File: src/rtl/risc_pkg.sv
// ---------------------------------------------------------------------------
// risc_pkg
// Shared encodings for the 8-bit training CPU. The control sequencer, the ALU
// and the instruction register all use these.
//   opcode_t : 3-bit instruction opcode field
//   state_t  : 3-bit sequencer phase, one instruction = 8 phases
//   is_aluop : true for opcodes that read an operand and load the accumulator
// ---------------------------------------------------------------------------
package risc_pkg;

  typedef enum logic [2:0] {
    HLT = 3'd0,
    SKZ = 3'd1,
    ADD = 3'd2,
    AND = 3'd3,
    XOR = 3'd4,
    LDA = 3'd5,
    STO = 3'd6,
    JMP = 3'd7
  } opcode_t;

  typedef enum logic [2:0] {
    INST_ADDR  = 3'd0,
    INST_FETCH = 3'd1,
    INST_LOAD  = 3'd2,
    IDLE       = 3'd3,
    OP_ADDR    = 3'd4,
    OP_FETCH   = 3'd5,
    ALU_OP     = 3'd6,
    STORE      = 3'd7
  } state_t;

  // Opcodes that fetch a memory operand and write the accumulator.
  function automatic logic is_aluop(input opcode_t op);
    return (op == ADD) || (op == AND) || (op == XOR) || (op == LDA);
  endfunction

endpackage

File: src/rtl/risc_sequencer.sv
// ---------------------------------------------------------------------------
// risc_sequencer
// Eight-phase control sequencer for the 8-bit training CPU. Each instruction
// takes exactly 8 clocks (INST_ADDR .. STORE, then wrap). The strobes are a
// pure combinational decode of the phase, opcode, zero flag and halted flag;
// consumers sample them on the next rising edge.
//
// Optional build macro:
//   SEQ_STEP_EN : adds the step input. The FSM waits in INST_ADDR (all
//                 outputs 0) until step is sampled high, then runs one whole
//                 instruction. Holding step high runs continuously.
//
// Ports:
//   clk       in   rising-edge clock
//   rst_      in   asynchronous active-low reset
//   opcode    in   [2:0] opcode from the instruction register
//   zero      in   accumulator-is-zero flag from the ALU
//   step      in   single-step request (SEQ_STEP_EN builds only)
//   mem_rd    out  memory read strobe
//   load_ir   out  instruction register enable
//   halt      out  processor halted
//   inc_pc    out  program counter increment
//   load_ac   out  accumulator enable
//   load_pc   out  program counter load
//   mem_wr    out  memory write strobe
//   dbg_state out  [2:0] current sequencer phase (state_t encoding)
//
// Handshake: there is none. Strobes are single-phase enables, valid for the
// whole cycle they are asserted and consumed on the following rising edge;
// nothing feeds back from a strobe into the FSM.
// ---------------------------------------------------------------------------
module risc_sequencer
  import risc_pkg::*;
(
  input  logic       clk,
  input  logic       rst_,
  input  logic [2:0] opcode,
  input  logic       zero,
`ifdef SEQ_STEP_EN
  input  logic       step,
`endif
  output logic       mem_rd,
  output logic       load_ir,
  output logic       halt,
  output logic       inc_pc,
  output logic       load_ac,
  output logic       load_pc,
  output logic       mem_wr,
  output logic [2:0] dbg_state
);

  state_t  r_state;
  logic    r_halted_q;
  state_t  w_next_state;
  logic    w_next_halted;
  opcode_t w_op;
  logic    w_aluop;
  logic    w_start;

  assign w_op      = opcode_t'(opcode);
  assign w_aluop   = is_aluop(w_op);
  assign dbg_state = r_state;

`ifdef SEQ_STEP_EN
  assign w_start = step;
`else
  assign w_start = 1'b1;
`endif

  // State and sticky halt register.
  always_ff @(posedge clk or negedge rst_) begin
    if (!rst_) begin
      r_state    <= INST_ADDR;
      r_halted_q <= 1'b0;
    end else begin
      r_state    <= w_next_state;
      r_halted_q <= w_next_halted;
    end
  end

  // Next-state logic. Once halted the FSM is frozen until reset.
  always_comb begin
    w_next_state  = r_state;
    w_next_halted = r_halted_q;
    if (!r_halted_q) begin
      case (r_state)
        INST_ADDR:  if (w_start) w_next_state = INST_FETCH;
        INST_FETCH: w_next_state = INST_LOAD;
        INST_LOAD:  w_next_state = IDLE;
        IDLE:       w_next_state = OP_ADDR;
        OP_ADDR: begin
          // HLT latches the halt flag and parks the FSM in OP_ADDR.
          if (w_op == HLT) w_next_halted = 1'b1;
          else             w_next_state  = OP_FETCH;
        end
        OP_FETCH:   w_next_state = ALU_OP;
        ALU_OP:     w_next_state = STORE;
        STORE:      w_next_state = INST_ADDR;
        default:    w_next_state = INST_ADDR;
      endcase
    end
  end

  // Output decode.
  always_comb begin
    mem_rd  = 1'b0;
    load_ir = 1'b0;
    halt    = 1'b0;
    inc_pc  = 1'b0;
    load_ac = 1'b0;
    load_pc = 1'b0;
    mem_wr  = 1'b0;
    if (r_halted_q) begin
      halt = 1'b1;
    end else begin
      case (r_state)
        INST_ADDR: ;
        INST_FETCH: mem_rd = 1'b1;
        INST_LOAD, IDLE: begin
          mem_rd  = 1'b1;
          load_ir = 1'b1;
        end
        OP_ADDR: begin
          inc_pc = 1'b1;
          halt   = (w_op == HLT);
        end
        OP_FETCH: mem_rd = w_aluop;
        ALU_OP: begin
          mem_rd  = w_aluop;
          load_ac = w_aluop;
          inc_pc  = (w_op == SKZ) && zero;
          load_pc = (w_op == JMP);
        end
        STORE: begin
          mem_rd  = w_aluop;
          load_ac = w_aluop;
          inc_pc  = (w_op == JMP);
          load_pc = (w_op == JMP);
          mem_wr  = (w_op == STO);
        end
        default: ;
      endcase
    end
  end

endmodule

File: config.mk
export PLATFORM = sky130hd
export DESIGN_NAME = risc_sequencer
export DESIGN_NICKNAME = d
export VERILOG_FILES = /design/src/rtl/risc_pkg.sv /design/src/rtl/risc_sequencer.sv
export SDC_FILE = /design/constraint.sdc
export NUM_CORES = 1
export LEC_CHECK = 0
export BUFFER_PORTS_ARGS = -buffer_cell sky130_fd_sc_hd__buf_2
export CAP_MARGIN = 15
export CORE_AREA = 2 2 39 41
export CTS_CLUSTER_DIAMETER = 60
export DETAILED_ROUTE_END_ITERATION = 10
export DIE_AREA = 0 0 41 43
export PLACE_DENSITY = 0.41
export RECOVER_POWER = 50
export SLEW_MARGIN = 20
export SYNTH_ARGS = -nofsm -noshare
export SYNTH_HDL_FRONTEND = slang
export SYNTH_SLANG_ARGS = --single-unit
File: constraint.sdc
create_clock -name clk -period 2.4 [get_ports clk]
set_input_delay 0.72 -clock clk [delete_from_list [all_inputs] [get_ports clk]]
set_output_delay 0.72 -clock clk [all_outputs]
set_load 0.01 [all_outputs]
==> flow_summary.yaml <==
status:
  run_status: "completed"
cells_and_area:
  multi_input_gate_area_in_the_final_layout_sq_um: 155
  final_layout_size_suffix_gt1_share_pct: 40.8
  n_antenna_cell: 0
  area_grow_syn2layout_pct: 37.4
  seq_area_sq_um: 100
  finalNetCount: 57
  final_area_sq_um: 382
  final.fill_count: 161
synth:
  synth_cell_types: 19
  synthesis.area_per_instance_sq_um: 8.96
  synth_fp_nets: 37
  synth_area_sq_um: 278
  ys.warnings.count: 0
  postSynthRegisterBits: 4
  yosysSeqAreaShare_pct: 36.0
  gate_count_of_the_mapped_netlist: 31
global_routing:
  grt_overflow_total: 0
  track_usage_pct: 8.78
  number_of_antenna_violations_at_the_first_check_in_global_routing: 0
  grt_pass1_vias: 245
  grt_first_pass_wirelength_mm: 1.04
  largest_net_degree_at_the_start_of_global_routing: 10
setup_path:
  timing.critical_path.to_type: "output pin"
  crit_path_top_delay_cell: "or3_1"
  timing.critical_path.cells: "clkbuf_4, nand4_1, or3_1, o41ai_1, buf_2"
  classification_of_the_worst_setup_path: "input pin to output pin"
  cp_max_fo: 5
  crit_path_start: "opcode[2]"
  start_kind: "input pin"
  cp.arrival_ps: 1590
  worst_path_largest_cell_delay_ps: 360
  crit-reg2reg-launch: "dbg_state[2]"
  worst_path_dominant_cell_family: "simple AND/OR/NAND/NOR gates"
  critical_path_buf_inv_count: 2
  worst_ep_required_time_ps: 1680
die:
  floorplan.die_area_sq_mm: 0.00176
  ios: 16
  placeableCoreArea_sq_mm: 0.00138
  die-height_microns: 43
  rows: 14
  die_x_microns: 41
  floorplan.initialDensity_pct: 20.1
timing:
  finalMaxSlewViolations: 0
  final.period_utilization_pct: 96.1
  final_period_minus_worst_setup_slack_ps: 2310
  worst_slack_ps: 93.9
  achievable-frequency_mhz: 434
  final.setup_skew_ps: 1.47
  rsz0062_at_grt: "false"
  timing_worst_slew_pin_value_ps: 391
  tns_ps: 0
  slew-limit-headroom_pct: 73.6
  report.final.setup_viol: 0
  timing_hold_violations_final: 0
clock_tree:
  clock_tree.buffer_depth: 2
  tritoncts: "built"
  tritoncts_buffers: 3
  clock_pin_transition_on_the_worst_setup_and_hold_timing_paths_ps: 40
  ctsRootBufferMaster: "clkbuf_4"
  clock_tree.htree_level_count: 1
  clock_insertion_delay_worst_skew_ps: 230
  cts.sink_count: 4
drt:
  routed_vias: 274
  routed_wl_microns: 661
  ant_nets: 0
  detail_route.drc_violations: 0
  wl_per_cell_microns: 10.2
  drt_first_pass_iters: 2
  vias_per_cell: 4.22
  drt_iter0_drc: 3
place:
  placement.io_buffers: 15
  gp_routability_congestion: 0.606
  dp.final_hpwl_microns: 523
  place_ws_ps: 67.5
  detailed_place.area_sq_um: 373
power:
  p_leak_nw: 0.188
  p_per_area_mw_per_mm2: 1270
  finalPower_uw: 483
  worst_ir_drop_vdd_v: 0.000519
flow_run:
  maxCapViolCount: 0
min_path:
  hp-class: "input pin to async pin"
## kinds of logic (layout without fill, tap and decap cells)
kind of cell           after synthesis  in the layout  share of synthesized area (%)
AND/OR/NAND/NOR                     17             17                           37.4
AO/OA/AOI/OAI                        4              4                           10.4
flip-flops                           4              4                           36.0
XOR/XNOR                             3              3                           9.46
buffers and inverters                2             20                           2.70
multiplexers                         1              1                           4.05
## power by group
| part | leakage, nW | total (mW) | switching (mW) | internal (mW) |
|---|---|---|---|---|
| clock network | 0.0138 | 0.0795 | 0.0239 | 0.0557 |
| registers | 0.0462 | 0.169 | 0.0643 | 0.104 |
| logic | 0.128 | 0.235 | 0.117 | 0.118 |
| total | 0.188 | 0.483 | 0.205 | 0.278 |
## timing repair
action	CTS	global route
endpoints found under the setup margin	0	1
hold buffers	0	0
resized for setup	0	1
setup buffers	0	0
## layout make-up
class | instances | area share [%]
multi-input combinational | 25 | 40.7
sequential | 4 | 26.2
timing repair buffer | 15 | 20.0
clock buffer | 3 | 5.90
tap | 16 | 5.25
inverter | 2 | 1.97
## cell usage after synthesis
cell	instances	area share (%)
nor3_1	2	3.6
nor2_1	5	6.8
inv_1	2	2.7
dfrtp_1	4	36
a31oi_1	1	2.3
nor4b_4	1	8.6
nand2_1	2	2.7
nand2b_1	1	2.3
nand4_1	1	2.3
xor2_1	1	3.2
a21oi_1	1	1.8
xnor2_1	2	6.3
a21o_2	1	3.2
or3_1	1	2.3
nor2b_1	2	4.5
mux2_2	1	4.1
nand3_1	1	1.8
and3_2	1	2.7
o41ai_1	1	3.2
## flip-flops by register name (all words and copies together) (netlist names)
name        flops
dbg_state       3
r_halted_q      1
## stage by stage
step	utilization (%)	instances	hold WS, ps
finish	27.6	65	314
global route	27.6	65	314
CTS	28.6	65	280
detailed placement	26.9	62	528
global placement	26.9	62	528
floorplan	-	31	424
## layout by cell type, fill, tap and decap left out
cell type	netlist	layout
a21oi_1	1	1
nand2_1	2	2
nand4_1	1	1
clkbuf_4	0	4
buf_2	0	13
or3_1	1	1
and3_2	1	1
clkbuf_1	0	1
xor2_1	1	1
a21o_2	1	1
nor4b_1	0	1
nand2b_1	1	1
a31oi_1	1	1
nand3_1	1	1
nor2b_1	2	2
dfrtp_1	4	4
nor2_1	5	5
inv_1	2	2
nor3_1	2	2
xnor2_1	2	2
mux2_2	1	1
o41ai_1	1	1
## worst paths after layout
path                       slack [ps]            to  cells past startpoint
hold reg to reg                   620  dbg_state[2]                      1
max in group asynchronous        1900  dbg_state[1]                      1
hold / removal                    310  dbg_state[2]                      1
min in group clk                  620  dbg_state[2]                      1
setup reg to reg                 1060  dbg_state[0]                      3
setup / recovery                   90        inc_pc                      5
## per-layer routing
metal | up-vias | global-route usage, % | share of wire (%)
met2 | 9 | 10.9 | 46
met4 | 0 | 8.00 | 0
met1 | 119 | 12.1 | 47
li1 | 146 | - | -
met3 | 0 | 1.57 | 6.4
met5 | - | 0 | 0
(Power assumes the default switching activity.)
